==> src/rtl/adc_seq_ctrl.sv <==
// rtl/adc_seq_ctrl.sv - period-timed three-channel ADC conversion sequencer
// Each period tick runs settle/start/wait for vin, vout, iout and flags timeouts and missed ticks.
module adc_seq_ctrl #(
   parameter int PERIOD_CYC  = 2700,
   parameter int SETTLE_CYC  = 4,
   parameter int TIMEOUT_CYC = 255
) (
   input  logic        sys_clk,
   input  logic        rst_n,
   input  logic        enable,
   output logic [1:0]  adc_ch,
   output logic        adc_start,
   input  logic        adc_done,
   input  logic [11:0] adc_data,
   output logic [11:0] vin_q,
   output logic [11:0] vout_q,
   output logic [11:0] iout_q,
   output logic        sample_valid,
   output logic        timeout_err,
   output logic [7:0]  overrun_cnt,
   input  logic        err_clr
);

   localparam int            PW          = (PERIOD_CYC > 1) ? $clog2(PERIOD_CYC) : 1;
   localparam logic [PW-1:0] PER_LAST    = PW'(PERIOD_CYC - 1);
   localparam logic [7:0]    SETTLE_LAST = 8'(SETTLE_CYC - 1);
   localparam logic [7:0]    TMO_LIMIT   = 8'(TIMEOUT_CYC);

   typedef enum logic [2:0] {
      ST_IDLE,
      ST_SETTLE,
      ST_START,
      ST_WAIT,
      ST_DONE
   } state_t;

   state_t        state_q, state_d;
   logic [PW-1:0] per_q, per_d;
   logic [7:0]    settle_q, settle_d;
   logic [7:0]    tmo_q, tmo_d;
   logic [7:0]    tmo_inc;
   logic [1:0]    ch_q, ch_d;
   logic [1:0]    adc_ch_q, adc_ch_d;
   logic          adc_start_q, adc_start_d;
   logic          sample_valid_q, sample_valid_d;
   logic          timeout_err_q, timeout_err_d;
   logic [7:0]    overrun_q, overrun_d;
   logic [11:0]   vin_d, vout_d, iout_d;
   logic          tick;
   logic          tmo_evt;
   logic          ovr_evt;

   assign tick    = enable && (per_q == PER_LAST);
   assign tmo_inc = tmo_q + 8'd1;
   assign ovr_evt = tick && (state_q != ST_IDLE);

   always_comb begin
      state_d  = state_q;
      ch_d     = ch_q;
      settle_d = settle_q;
      tmo_d    = tmo_q;
      vin_d    = vin_q;
      vout_d   = vout_q;
      iout_d   = iout_q;
      tmo_evt  = 1'b0;
      per_d    = (!enable || tick) ? '0 : per_q + 1'b1;

      if (!enable) begin
         // Dropping enable aborts wherever we are; nothing is stored or flagged.
         state_d = ST_IDLE;
      end else begin
         unique case (state_q)
            ST_IDLE: begin
               if (tick) begin
                  ch_d     = 2'd0;
                  settle_d = 8'd0;
                  state_d  = ST_SETTLE;
               end
            end
            ST_SETTLE: begin
               if (settle_q == SETTLE_LAST) begin
                  state_d = ST_START;
               end else begin
                  settle_d = settle_q + 8'd1;
               end
            end
            ST_START: begin
               tmo_d   = 8'd0;
               state_d = ST_WAIT;
            end
            ST_WAIT: begin
               // A done arriving on the last permitted cycle still counts as success.
               if (adc_done) begin
                  unique case (ch_q)
                     2'd0:    vin_d  = adc_data;
                     2'd1:    vout_d = adc_data;
                     default: iout_d = adc_data;
                  endcase
                  if (ch_q == 2'd2) begin
                     state_d = ST_DONE;
                  end else begin
                     ch_d     = ch_q + 2'd1;
                     settle_d = 8'd0;
                     state_d  = ST_SETTLE;
                  end
               end else if (tmo_inc == TMO_LIMIT) begin
                  tmo_d   = tmo_inc;
                  tmo_evt = 1'b1;
                  state_d = ST_IDLE;
               end else begin
                  tmo_d = tmo_inc;
               end
            end
            ST_DONE: begin
               state_d = ST_IDLE;
            end
            default: begin
               state_d = ST_IDLE;
            end
         endcase
      end

      adc_ch_d = adc_ch_q;
      if ((state_d == ST_SETTLE) && (state_q != ST_SETTLE)) begin
         adc_ch_d = ch_d;
      end

      adc_start_d    = (state_d == ST_START);
      sample_valid_d = (state_d == ST_DONE);

      // New events beat a simultaneous clear so they are never lost.
      if (tmo_evt) begin
         timeout_err_d = 1'b1;
      end else if (err_clr) begin
         timeout_err_d = 1'b0;
      end else begin
         timeout_err_d = timeout_err_q;
      end

      if (err_clr) begin
         overrun_d = {7'd0, ovr_evt};
      end else if (ovr_evt && (overrun_q != 8'hFF)) begin
         overrun_d = overrun_q + 8'd1;
      end else begin
         overrun_d = overrun_q;
      end
   end

   always_ff @(posedge sys_clk or negedge rst_n) begin
      if (!rst_n) begin
         state_q        <= ST_IDLE;
         per_q          <= '0;
         settle_q       <= 8'd0;
         tmo_q          <= 8'd0;
         ch_q           <= 2'd0;
         adc_ch_q       <= 2'd0;
         adc_start_q    <= 1'b0;
         sample_valid_q <= 1'b0;
         timeout_err_q  <= 1'b0;
         overrun_q      <= 8'd0;
         vin_q          <= 12'd0;
         vout_q         <= 12'd0;
         iout_q         <= 12'd0;
      end else begin
         state_q        <= state_d;
         per_q          <= per_d;
         settle_q       <= settle_d;
         tmo_q          <= tmo_d;
         ch_q           <= ch_d;
         adc_ch_q       <= adc_ch_d;
         adc_start_q    <= adc_start_d;
         sample_valid_q <= sample_valid_d;
         timeout_err_q  <= timeout_err_d;
         overrun_q      <= overrun_d;
         vin_q          <= vin_d;
         vout_q         <= vout_d;
         iout_q         <= iout_d;
      end
   end

   assign adc_ch       = adc_ch_q;
   assign adc_start    = adc_start_q;
   assign sample_valid = sample_valid_q;
   assign timeout_err  = timeout_err_q;
   assign overrun_cnt  = overrun_q;

endmodule

==> config.mk <==
export PLATFORM = sky130hd
export DESIGN_NAME = adc_seq_ctrl
export DESIGN_NICKNAME = d
export VERILOG_FILES = /design/src/rtl/adc_seq_ctrl.sv
export SDC_FILE = /design/constraint.sdc
export NUM_CORES = 1
export LEC_CHECK = 0
export ABC_AREA = 1
export BUFFER_PORTS_ARGS = -buffer_cell sky130_fd_sc_hd__buf_2
export CELL_PAD_IN_SITES_DETAIL_PLACEMENT = 1
export CELL_PAD_IN_SITES_GLOBAL_PLACEMENT = 2
export CORE_MARGIN = 1.5
export CORE_UTILIZATION = 33
export CTS_CLUSTER_SIZE = 40
export DETAILED_ROUTE_END_ITERATION = 8
export PLACE_DENSITY_LB_ADDON = 0.1
export REMOVE_ABC_BUFFERS = 1
export SYNTH_ARGS = -nofsm -noshare
export SYNTH_HDL_FRONTEND = slang
export SYNTH_SLANG_ARGS = --single-unit
==> constraint.sdc <==
create_clock -name sys_clk -period 2.25 [get_ports sys_clk]
set_clock_uncertainty 0.15 [all_clocks]
set_input_delay 0.45 -clock sys_clk [delete_from_list [all_inputs] [get_ports sys_clk]]
set_output_delay 0.45 -clock sys_clk [all_outputs]
set_load 0.1 [all_outputs]
==> results of run 1 <==
==> flip-flops by register name (all words and copies together) (netlist names) <==
| signal | flops |
|---|---|
| iout_q | 12 |
| per_q | 12 |
| vin_q | 12 |
| vout_q | 12 |
| overrun_cnt | 8 |
| settle_q | 8 |
| tmo_q | 8 |
| state_q | 3 |
| adc_ch | 2 |
| ch_q | 2 |
| adc_start | 1 |
| sample_valid | 1 |
| timeout_err | 1 |
==> synth_stat cells (all sizes together) (4+ instances only) <==
cell	instances
a21oi	6
buf	4
clkbuf	6
dfrtp	82
ha	9
inv	61
nand2	123
nand3	25
nand4	8
nor2	44
nor3	10
nor3b	6
o21ai	58
o22ai	5
xor2	11
==> worst max-delay path, stage by stage, from the launching register on <==
cell and delay, ps:
dfrtp_1 410, inv_2 90, nand2_1 60, nor3_2 180, nand4_2 190, nand2_2 150
nand3_4 120, nor2_4 270, nand3_1 110, o21ai_1 90
==> metrics by stage <==
stage                     utilization, %  power (mW)  hold slack [ps]  cell area (sq um)
after floorplan                        -        1.73             4.41               3880
after global placement              38.8        1.82              231               4470
after detailed placement            38.8        1.83              230               4470
after CTS                           42.0        3.59              224               4830
after global routing                42.0        3.68              268               4830
final                               42.0        3.53              234               4830
==> worst paths after layout <==
kind	start	to	slack, ps	cells after the start
max in group asynchronous	rst_n	vin_q[1]	960	3
min in group asynchronous	rst_n	tmo_q[7]	410	2
worst max register to register	per_q[5]	settle_q[0]	360	9
worst max-delay path	per_q[5]	settle_q[0]	360	9
worst min-delay path	adc_data[7]	iout_q[7]	230	3
worst min register to register	per_q[0]	per_q[0]	320	1
==> kinds of logic (layout without fill, tap and decap cells) <==
family	Yosys count	in the layout	synth area share (%)
flops	82	82	52.2
xor+xnor	12	12	2.68
simple gates	219	219	25.5
buf+inv	71	151	7.07
compound gates	72	72	9.62
fa+ha+maj	9	9	2.87
==> power groups by stage <==
stage / Clock, mW / Combinational [mW] / Sequential, mW
6_report: 1.73 / 0.237 / 1.56
5_1_grt: 1.84 / 0.271 / 1.57
4_1_cts: 1.79 / 0.244 / 1.56
3_5_place_dp: 0 / 0.242 / 1.59
3_3_place_gp: 0 / 0.235 / 1.59
2_1_floorplan: 0 / 0.105 / 1.62
==> what timing repair did <==
action	in CTS	in global routing
endpoints found under the setup margin	0	0
buffers inserted	0	0
hold buffers	1	0
endpoints found under the hold margin	21	0
==> routing by layer <==
layer	vias to the layer above	GRT usage, %	share of wire [%]
met1	1595	20.7	46
met4	0	7.09	1.5
met2	48	29.2	49
met5	-	0	0
li1	1638	-	-
met3	9	4.00	4.3
==> cell type report <==
| class | instances | area, sq um | share of cell area, % |
|---|---|---|---|
| well taps | 143 | 179 | 3.70 |
| clock inverters | 6 | 114 | 2.36 |
| clock buffers | 10 | 239 | 4.94 |
| inverters | 61 | 229 | 4.74 |
| repair buffers | 74 | 423 | 8.75 |
| flip-flops and latches | 82 | 2050 | 42.5 |
| multi-input cells | 312 | 1600 | 33.1 |
==> summary.txt, run 1 <==
Cells and area
  – Layout cells sized above 1: 20.0%
  – Non-filler instance count after layout: 688
  – Most common cell after layout, fill and taps aside: nand2_1
  – Most frequent cells in the layout: nand2_1, dfrtp_1, buf_2
  – Nets@finish: 566
  – P&R area growth vs syn: 23.1%
  – Filler cells: 1390
  – ANT cells: 0

Clocking
  – Num CTS Buffers: 9
  – Latest clock arrival within the worst-skew pair: about 340 ps
  – Clock sink count: 82
  – Root cell of the clock tree: clkbuf_16
  – CTS max path bufs: 2
  – H-tree levels: 3
  – CTS tree: built
  – Clock-pin transition on the worst setup and hold timing paths: roughly 60 ps
  – Resize count post-CTS: 0

Global routing
  – Total GRT Usage: 17.0%
  – Largest net degree at the start of global routing: 43
  – First-pass GRT wire length: 16900 um
  – Initial antenna violation count: 0
  – Vias in the first global route: 3513
  – Remaining global-route overflow: 0

Drt
  – DRT Pass-1 Iters: 6
  – Post-DRT Antenna Nets: 0
  – Drt drc: 5
  – Final WL: 9830 um
  – Via count: 3290
  – Initial drt markers: 80
  – Vias per cell: ~4.8
  – Routed length per placed instance: around 14 um

Placement
  – Number of port buffers: 65
  – Placer congestion estimate: 0.763
  – Post-DP HPWL: 7180 um
  – Setup WS pre-CTS: 344 ps
  – Placed Cells: 671

Floorplan
  – Io pins: 66
  – Cell Rows: 39
  – Die area: 12600 sq um
  – Die Height: 112 um
  – Core ar.: 11500 sq um
  – Die width: approximately 110 um
  – Initial core utilization: 34.1%

Synth
  – Ys flop type: dfrtp_1
  – Syn Std Cell Area: roughly 4000 sq um
  – EDFF count, synth: 0
  – #FFs+latches synth: 82
  – Area share of the leading cell type in the synthesized netlist: 52.2%
  – Biggest area consumer among synthesized cells: dfrtp_1
  – Synth area leaders: dfrtp_1, nand2_1, o21ai_0
  – Sequential area share after synthesis: 52.2%
  – Cell count after synthesis: between 400 and 500
  – Asr flop ratio synth: 100%
  – Synthesized area per cell: 8.45 sq um
  – Yosys cell types: 33
  – Yosys warns: 0

Critical path
  – Arr. time, crit path: 2010 ps
  – CP Data Required Time: 2360 ps
  – Startpoint types: register
  – Worst setup EP type: register
  – Critical Path Fanout Max: 11
  – Setup CP Type: register to register

Worst hold path
  – Min-delay worst type: input port to register

STA
  – Min setup slack post-route: 356 ps
  – Setup TNS Final: 0 ps
  – Final Slew Violations: 0
  – Hold Fails Final Rpt: 0
  – Fin crit period: 1890 ps
  – Slew Limit Headroom: between 60% and 70%
  – Endpoints failing setup: 0
  – RSZ-0062 raised after global routing: no
  – Slew at the pin closest to its max-slew limit: 509 ps
  – Period utilisation layout: 84.2%
  – Fmax: 528 MHz

Power
  – Sw power: 830 uW
  – Combinational power share: 6.7%
  – Max rail drop VDD: around 0.00026 V
  – Clk pwr share: 49.1%
  – Internal: around 2.7 mW
  – Sw frac: 23.5%
  – Pwr per Cell Area: 730 nW/um^2
  – Seq pwr share: 44.2%
  – LEAKAGE: 2.46 nW

Run
  – Max-cap violations: 0

Outcome
  – Outcome: finished with violations
  – Failing checks: design-rule violations
Power figures use the tool's default switching activity.
==> run 2: changes to the inputs <==
Settings changed: CORE_UTILIZATION 33 to 30.
Clock period 2.25 ns to 1.7 ns, I/O delays scaled along.
==> run 2 against run 1 <==
Flip-flop and latch count unchanged; critical endpoint is now overrun_cnt[4]; sequential share of layout area down 4.6 points; critical path depth up 1; routed wire length grew 10%; final cell count is 10% higher; combinational power increased by 73%; hold slack got worse by 120 ps; clock-buffer cell count stayed put; final area up 12%; the flow finishes with violations (negative setup slack); clock power rose by 8%; register-to-register slack got worse by 430 ps; first-iteration DRC count is 15% higher.
==> summary.txt, run 2 (synthesis gave the netlist of run 1 again) <==
Outcome
  – Outcome: finished with violations
  – Failing checks: negative setup slack

Placement
  – Placer congestion estimate: 0.770
  – Number of port buffers: between 60 and 70
  – Placed Cells: 730
  – Placed Area: 4770 sq um
  – Setup WS pre-CTS: -117 ps
  – Post-DP HPWL: 7610 um

Critical path
  – Worst setup EP type: register
  – Crit path max-delay family: simple AND/OR/NAND/NOR gates
  – R2R setup slack: -70 ps
  – Startpoint types: register
  – Critical path depth in cells: 10
  – Crit path cell chain: ha_4 > nand2_4 > inv_4 > nand4_1 > nor2_2 > nand3_2 > nand2_4 > inv_6 > nand2_2 > o21ai_2
  – Reg2reg path depth: 10
  – Arr. time, crit path: 1860 ps
  – Worst path slowest cell: dfrtp_1
  – Critical Path Fanout Max: 6
  – Critical path buffers and inverters: 2
  – CP Data Required Time: 1790 ps
  – Most used cell, CP: nand2_4
  – Setup CP Type: register to register
  – Slowest stage delay, CP: 420 ps

Global routing
  – Met3 usage: 4.57%
  – Routing usage on met2: 29.2%
  – Largest net degree at the start of global routing: 36
  – Initial antenna violation count: 0
  – M1 GR Usage: 19.9%
  – Total GRT Usage: 16.8%
  – GRT Max-Usage Layer: met2
  – Vias in the first global route: 3785
  – First-pass GRT wire length: about 18000 um
  – Remaining global-route overflow: 0

STA
  – Final Slew Violations: 0
  – Min setup slack post-route: -69.1 ps
  – RSZ-0062 raised after global routing: yes
  – Endpoints failing setup: 9
  – Fmax: 565 MHz
  – Slew at the pin closest to its max-slew limit: between 500 and 600 ps
  – Slew Limit Headroom: 66.6%
  – Hold Fails Final Rpt: 0
  – Period utilisation layout: 104%
  – Fin crit period: about 1800 ps

Clocking
  – Clock-pin transition on the worst setup and hold timing paths: 70 ps
  – CTS max path bufs: 2
  – Root cell of the clock tree: clkbuf_16
  – Clock sink count: 82
  – Num CTS Buffers: 9
  – CTS tree: built
  – Latest clock arrival within the worst-skew pair: roughly 350 ps
  – H-tree levels: 3

Drt
  – Vias per cell: 4.61
  – Via count: ~3500
  – Drt drc: 0
  – DRT Pass-1 Iters: 4
  – Final WL: 10800 um
  – Initial drt markers: between 90 and 100
  – Routed length per placed instance: 14.3 um
  – Post-DRT Antenna Nets: 0

Cells and area
  – Layout cells sized above 1: 35.9%
  – Most frequent cells in the layout: nand2_1, dfrtp_1, buf_2
  – Fin util: 42.7%
  – ANT cells: 0
  – Non-filler instance count after layout: roughly 760
  – P&R area growth vs syn: 38.3%
  – Most common cell after layout, fill and taps aside: nand2_1
  – Final instance area: 5430 sq um
  – Nets@finish: 608
  – Filler cells: 1561

Power
  – Max rail drop VDD: 0.000500 V
  – LEAKAGE: 2.72 nW
  – Power Total: around 4.3 mW
  – Pwr per Cell Area: 800 nW/um^2

Floorplan
  – Cell Rows: 41
  – Die area: 13800 sq um
  – Initial core utilization: around 30%
  – Die Height: 117 um
  – Core ar.: 12700 sq um
  – Io pins: between 60 and 70
  – Die width: 117 um

Worst hold path
  – Min-delay worst type: input port to register
  – Hold Crit Depth: 3

Run
  – Max-cap violations: 0
-- run 2: metal layers --
metal	vias to the layer above	share of wire, %
met2	48	51
met3	12	3.6
met4	0	1.4
met1	1709	44
met5	-	0
li1	1728	-
-- run 2: path summary, 6_finish.rpt --
| check | from | to |
|---|---|---|
| setup reg to reg | per_q[0] | overrun_cnt[4] |
| hold reg to reg | adc_ch[1] | adc_ch[1] |
| setup / recovery | per_q[0] | overrun_cnt[4] |
| min in group asynchronous | rst_n | tmo_q[1] |
| hold / removal | adc_data[7] | iout_q[7] |
| max in group asynchronous | rst_n | vout_q[3] |
-- run 2: where the power goes --
part,internal (mW),switching (mW)
Sequential,2.01,0.0573
Combinational,0.144,0.266
Clock,1.01,0.862
Total,3.16,1.19
-- run 2: metrics by stage --
step | hold slack, ps | setup TNS, ps
5_1_grt | 130 | -3000
4_1_cts | 105 | -515
3_5_place_dp | 106 | -1440
2_1_floorplan | -106 | -4340
6_report | 117 | -348
3_3_place_gp | 106 | -408
-- run 2: final cells by class --
class | instances | area, sq um | share of cell area, %
sequential | 82 | 2060 | 37.8
multi-input combinational | 314 | 1850 | 34.1
timing repair buffer | 114 | 796 | 14.6
inverter | 61 | 236 | 4.35
clock buffer | 10 | 229 | 4.21
tap | 172 | 215 | 3.96
clock inverter | 6 | 47.5 | 0.875
-- run 2: what timing repair did --
action | CTS | global route
endpoints found under the setup margin | 28 | 33
resized for setup | 40 | 54
pin swaps | 11 | 21
buffers inserted | 6 | 4
gates cloned | 2 | 0
endpoints found under the hold margin | 16 | 0
hold buffers | 1 | 0
-- run 2: tightest hold or removal path: cells and delay by family --
kind	cells	cell delay, ps
AOI/OAI and AO/OA	1	70
buffers and inverters	2	170
==> run 3: changes to the inputs <==
Settings changed: CORE_UTILIZATION 30 to 33, TNS_END_PERCENT from default to 20.
Clock period 1.7 ns to 1.68 ns, I/O delays scaled along.
==> run 3 against run 2 <==
Sequential power is essentially flat; worst setup slack lost 8.3 ps; first-iteration DRC count up 33%; the flow finishes with violations (design-rule violations, negative setup slack); flip-flop and latch count unchanged; register-to-register slack about the same.
==> summary.txt, run 3 (synthesis gave the netlist of run 1 again) <==
Power
  – Max rail drop VDD: roughly 0.00047 V
  – Sw power: 1.17 mW
  – LEAKAGE: 2.70 nW
  – Sw frac: about 24%
  – Power Total: roughly 4.8 mW
  – Seq pwr share: 43.5%
  – Pwr per Cell Area: 893 nW/um^2
  – Clk pwr share: 47.9%
  – Combinational power share: between 8 and 9%
  – Internal: 3.64 mW

Critical path
  – Worst path slowest cell: dfrtp_1
  – Slowest stage delay, CP: roughly 360 ps
  – CP Data Required Time: 1770 ps
  – Arr. time, crit path: between 1500 and 2000 ps
  – Reg2reg path depth: 10
  – R2R setup slack: -80 ps
  – Worst setup EP type: register
  – Worst r2r dst: overrun_cnt[1]
  – Crit path cell chain: ha_2 > nand2_1 > inv_2 > nand4_1 > nor2_4 > nand3_4 > nand2_4 > inv_4 > nand2_1 > nand2_1
  – Worst r2r src: per_q[1]
  – Crit path max-delay family: simple AND/OR/NAND/NOR gates
  – Most used cell, CP: nand2_1
  – Critical path buffers and inverters: 2
  – Setup CP Type: register to register
  – Critical Path Fanout Max: 6
  – Crit. Startpoint: per_q[1]
  – Startpoint types: register

STA
  – Hold Fails Final Rpt: 0
  – Endpoints failing setup: 16
  – Slew Limit Headroom: 66.2%
  – Final Slew Violations: 0
  – Min setup slack post-route: -77.4 ps
  – RSZ-0062 raised after global routing: yes
  – Fin crit period: 1760 ps
  – Period utilisation layout: 105%
  – Fmax: 569 MHz
  – Slew at the pin closest to its max-slew limit: about 500 ps

Drt
  – Routed length per placed instance: around 15 um
  – Vias per cell: between 4 and 5
  – Drt drc: 2
  – Post-DRT Antenna Nets: 0
  – Initial drt markers: 122
  – Via count: 3478
  – DRT Pass-1 Iters: 8
  – Final WL: 10700 um

Floorplan
  – Die Height: about 110 um
  – Die area: 12600 sq um
  – Core ar.: between 10000 and 15000 sq um
  – Initial core utilization: 34.1%
  – Cell Rows: 39
  – Io pins: 66
  – Die width: 112 um

Cells and area
  – Nets@finish: 609
  – Most frequent cells in the layout: nand2_1, dfrtp_1, buf_2
  – Fin util: roughly 47%
  – P&R area growth vs syn: 37.2%
  – ANT cells: 0
  – Layout cells sized above 1: 32.5%
  – Most common cell after layout, fill and taps aside: nand2_1

Global routing
  – Initial antenna violation count: 0
  – Total GRT Usage: 18.4%
  – Remaining global-route overflow: 0
  – Largest net degree at the start of global routing: 83
  – First-pass GRT wire length: 18300 um
  – Vias in the first global route: about 3800

Worst hold path
  – Hold path startpoint: adc_data[7]
  – Hold endpoint: iout_q[7]
  – Min-delay worst type: input port to register
  – Hold Crit Depth: 3

Outcome
  – Outcome: finished with violations
  – Failing checks: design-rule violations, negative setup slack

Placement
  – Number of port buffers: 65
  – Placer congestion estimate: 0.729
  – Post-DP HPWL: 7490 um

Clocking
  – H-tree levels: 3
  – Num CTS Buffers: 9
  – Clock-pin transition on the worst setup and hold timing paths: around 60 ps
  – Root cell of the clock tree: clkbuf_16
  – CTS max path bufs: 2
  – Latest clock arrival within the worst-skew pair: approximately 350 ps
  – Clock sink count: about 80
  – CTS tree: built

Run
  – Max-cap violations: 0
## run 3: cell types whose count changed in the layout (fill, tap and decap cells not counted), moves of 5 or more
cell / before / now
o21ai_1: 11 / 24
nand2_1: 103 / 110
o21ai_2: 10 / 3
nand3_2: 8 / 2
o21ai_0: 37 / 31
nand2_2: 18 / 13
nand3_1: 15 / 20
## run 3: worst max path at each step
| stage | to | depth (start not counted) |
|---|---|---|
| floorplan | overrun_cnt[2] | 9 |
| global placement | settle_q[6] | 9 |
| detailed placement | adc_start | 13 |
| CTS | settle_q[2] | 9 |
| global route | overrun_cnt[2] | 10 |
| finish | overrun_cnt[1] | 10 |
## run 3: area by class of cell
| class | instances | area, sq um |
|---|---|---|
| clock buffer | 10 | 229 |
| timing repair buffer | 115 | 806 |
| fill | 1373 | 6130 |
| clock inverter | 6 | 114 |
| tap | 143 | 179 |
| inverter | 61 | 231 |
| sequential | 82 | 2060 |
| multi-input combinational | 314 | 1770 |
## run 3: worst register-to-register path, cell delays in order, from the launching register on
cell and delay (ps):
dfrtp_1 360, ha_2 200, nand2_1 80, inv_2 80, nand4_1 170, nor2_4 200
nand3_4 120, nand2_4 130, inv_4 50, nand2_1 60, nand2_1 50
## run 3: power by group through the flow
stage | combinational [mW] | sequential, mW | clock, mW
after floorplan | 0.141 | 2.17 | 0
final | 0.416 | 2.09 | 2.30
after global routing | 0.468 | 2.10 | 2.44
after CTS | 0.409 | 2.09 | 2.36
after detailed placement | 0.378 | 2.12 | 0
after global placement | 0.368 | 2.11 | 0
## run 3: metrics by stage
step	setup WS (ps)	instance area, sq um	cells	hold slack, ps	TNS (ps)
finish	-77.4	5390	731	106	-722
floorplan	-603	3880	455	-110	-4500
detailed placement	-102	4750	705	262	-969
CTS	-61.5	5250	726	92.4	-374
global route	-191	5390	731	104	-3580
global placement	-22.9	4750	705	260	-47.4
## run 3: layer usage
metal	vias to the layer above	share of wire (%)	routed length [um]	global-route usage, %
met2	49	50	5340	31.2
met5	-	0	0	0
met3	14	3.8	401	4.27
li1	1731	-	-	-
met1	1684	44	4710	22.1
met4	0	2.3	246	8.95
## run 3: repair_timing
item | CTS | global route
gates resized for setup | 33 | 43
gates cloned | 1 | 1
hold buffers | 1 | 0
pin swaps | 5 | 9
setup endpoints to repair | 31 | 76
hold endpoints to repair | 82 | 0
buffers inserted | 3 | 4
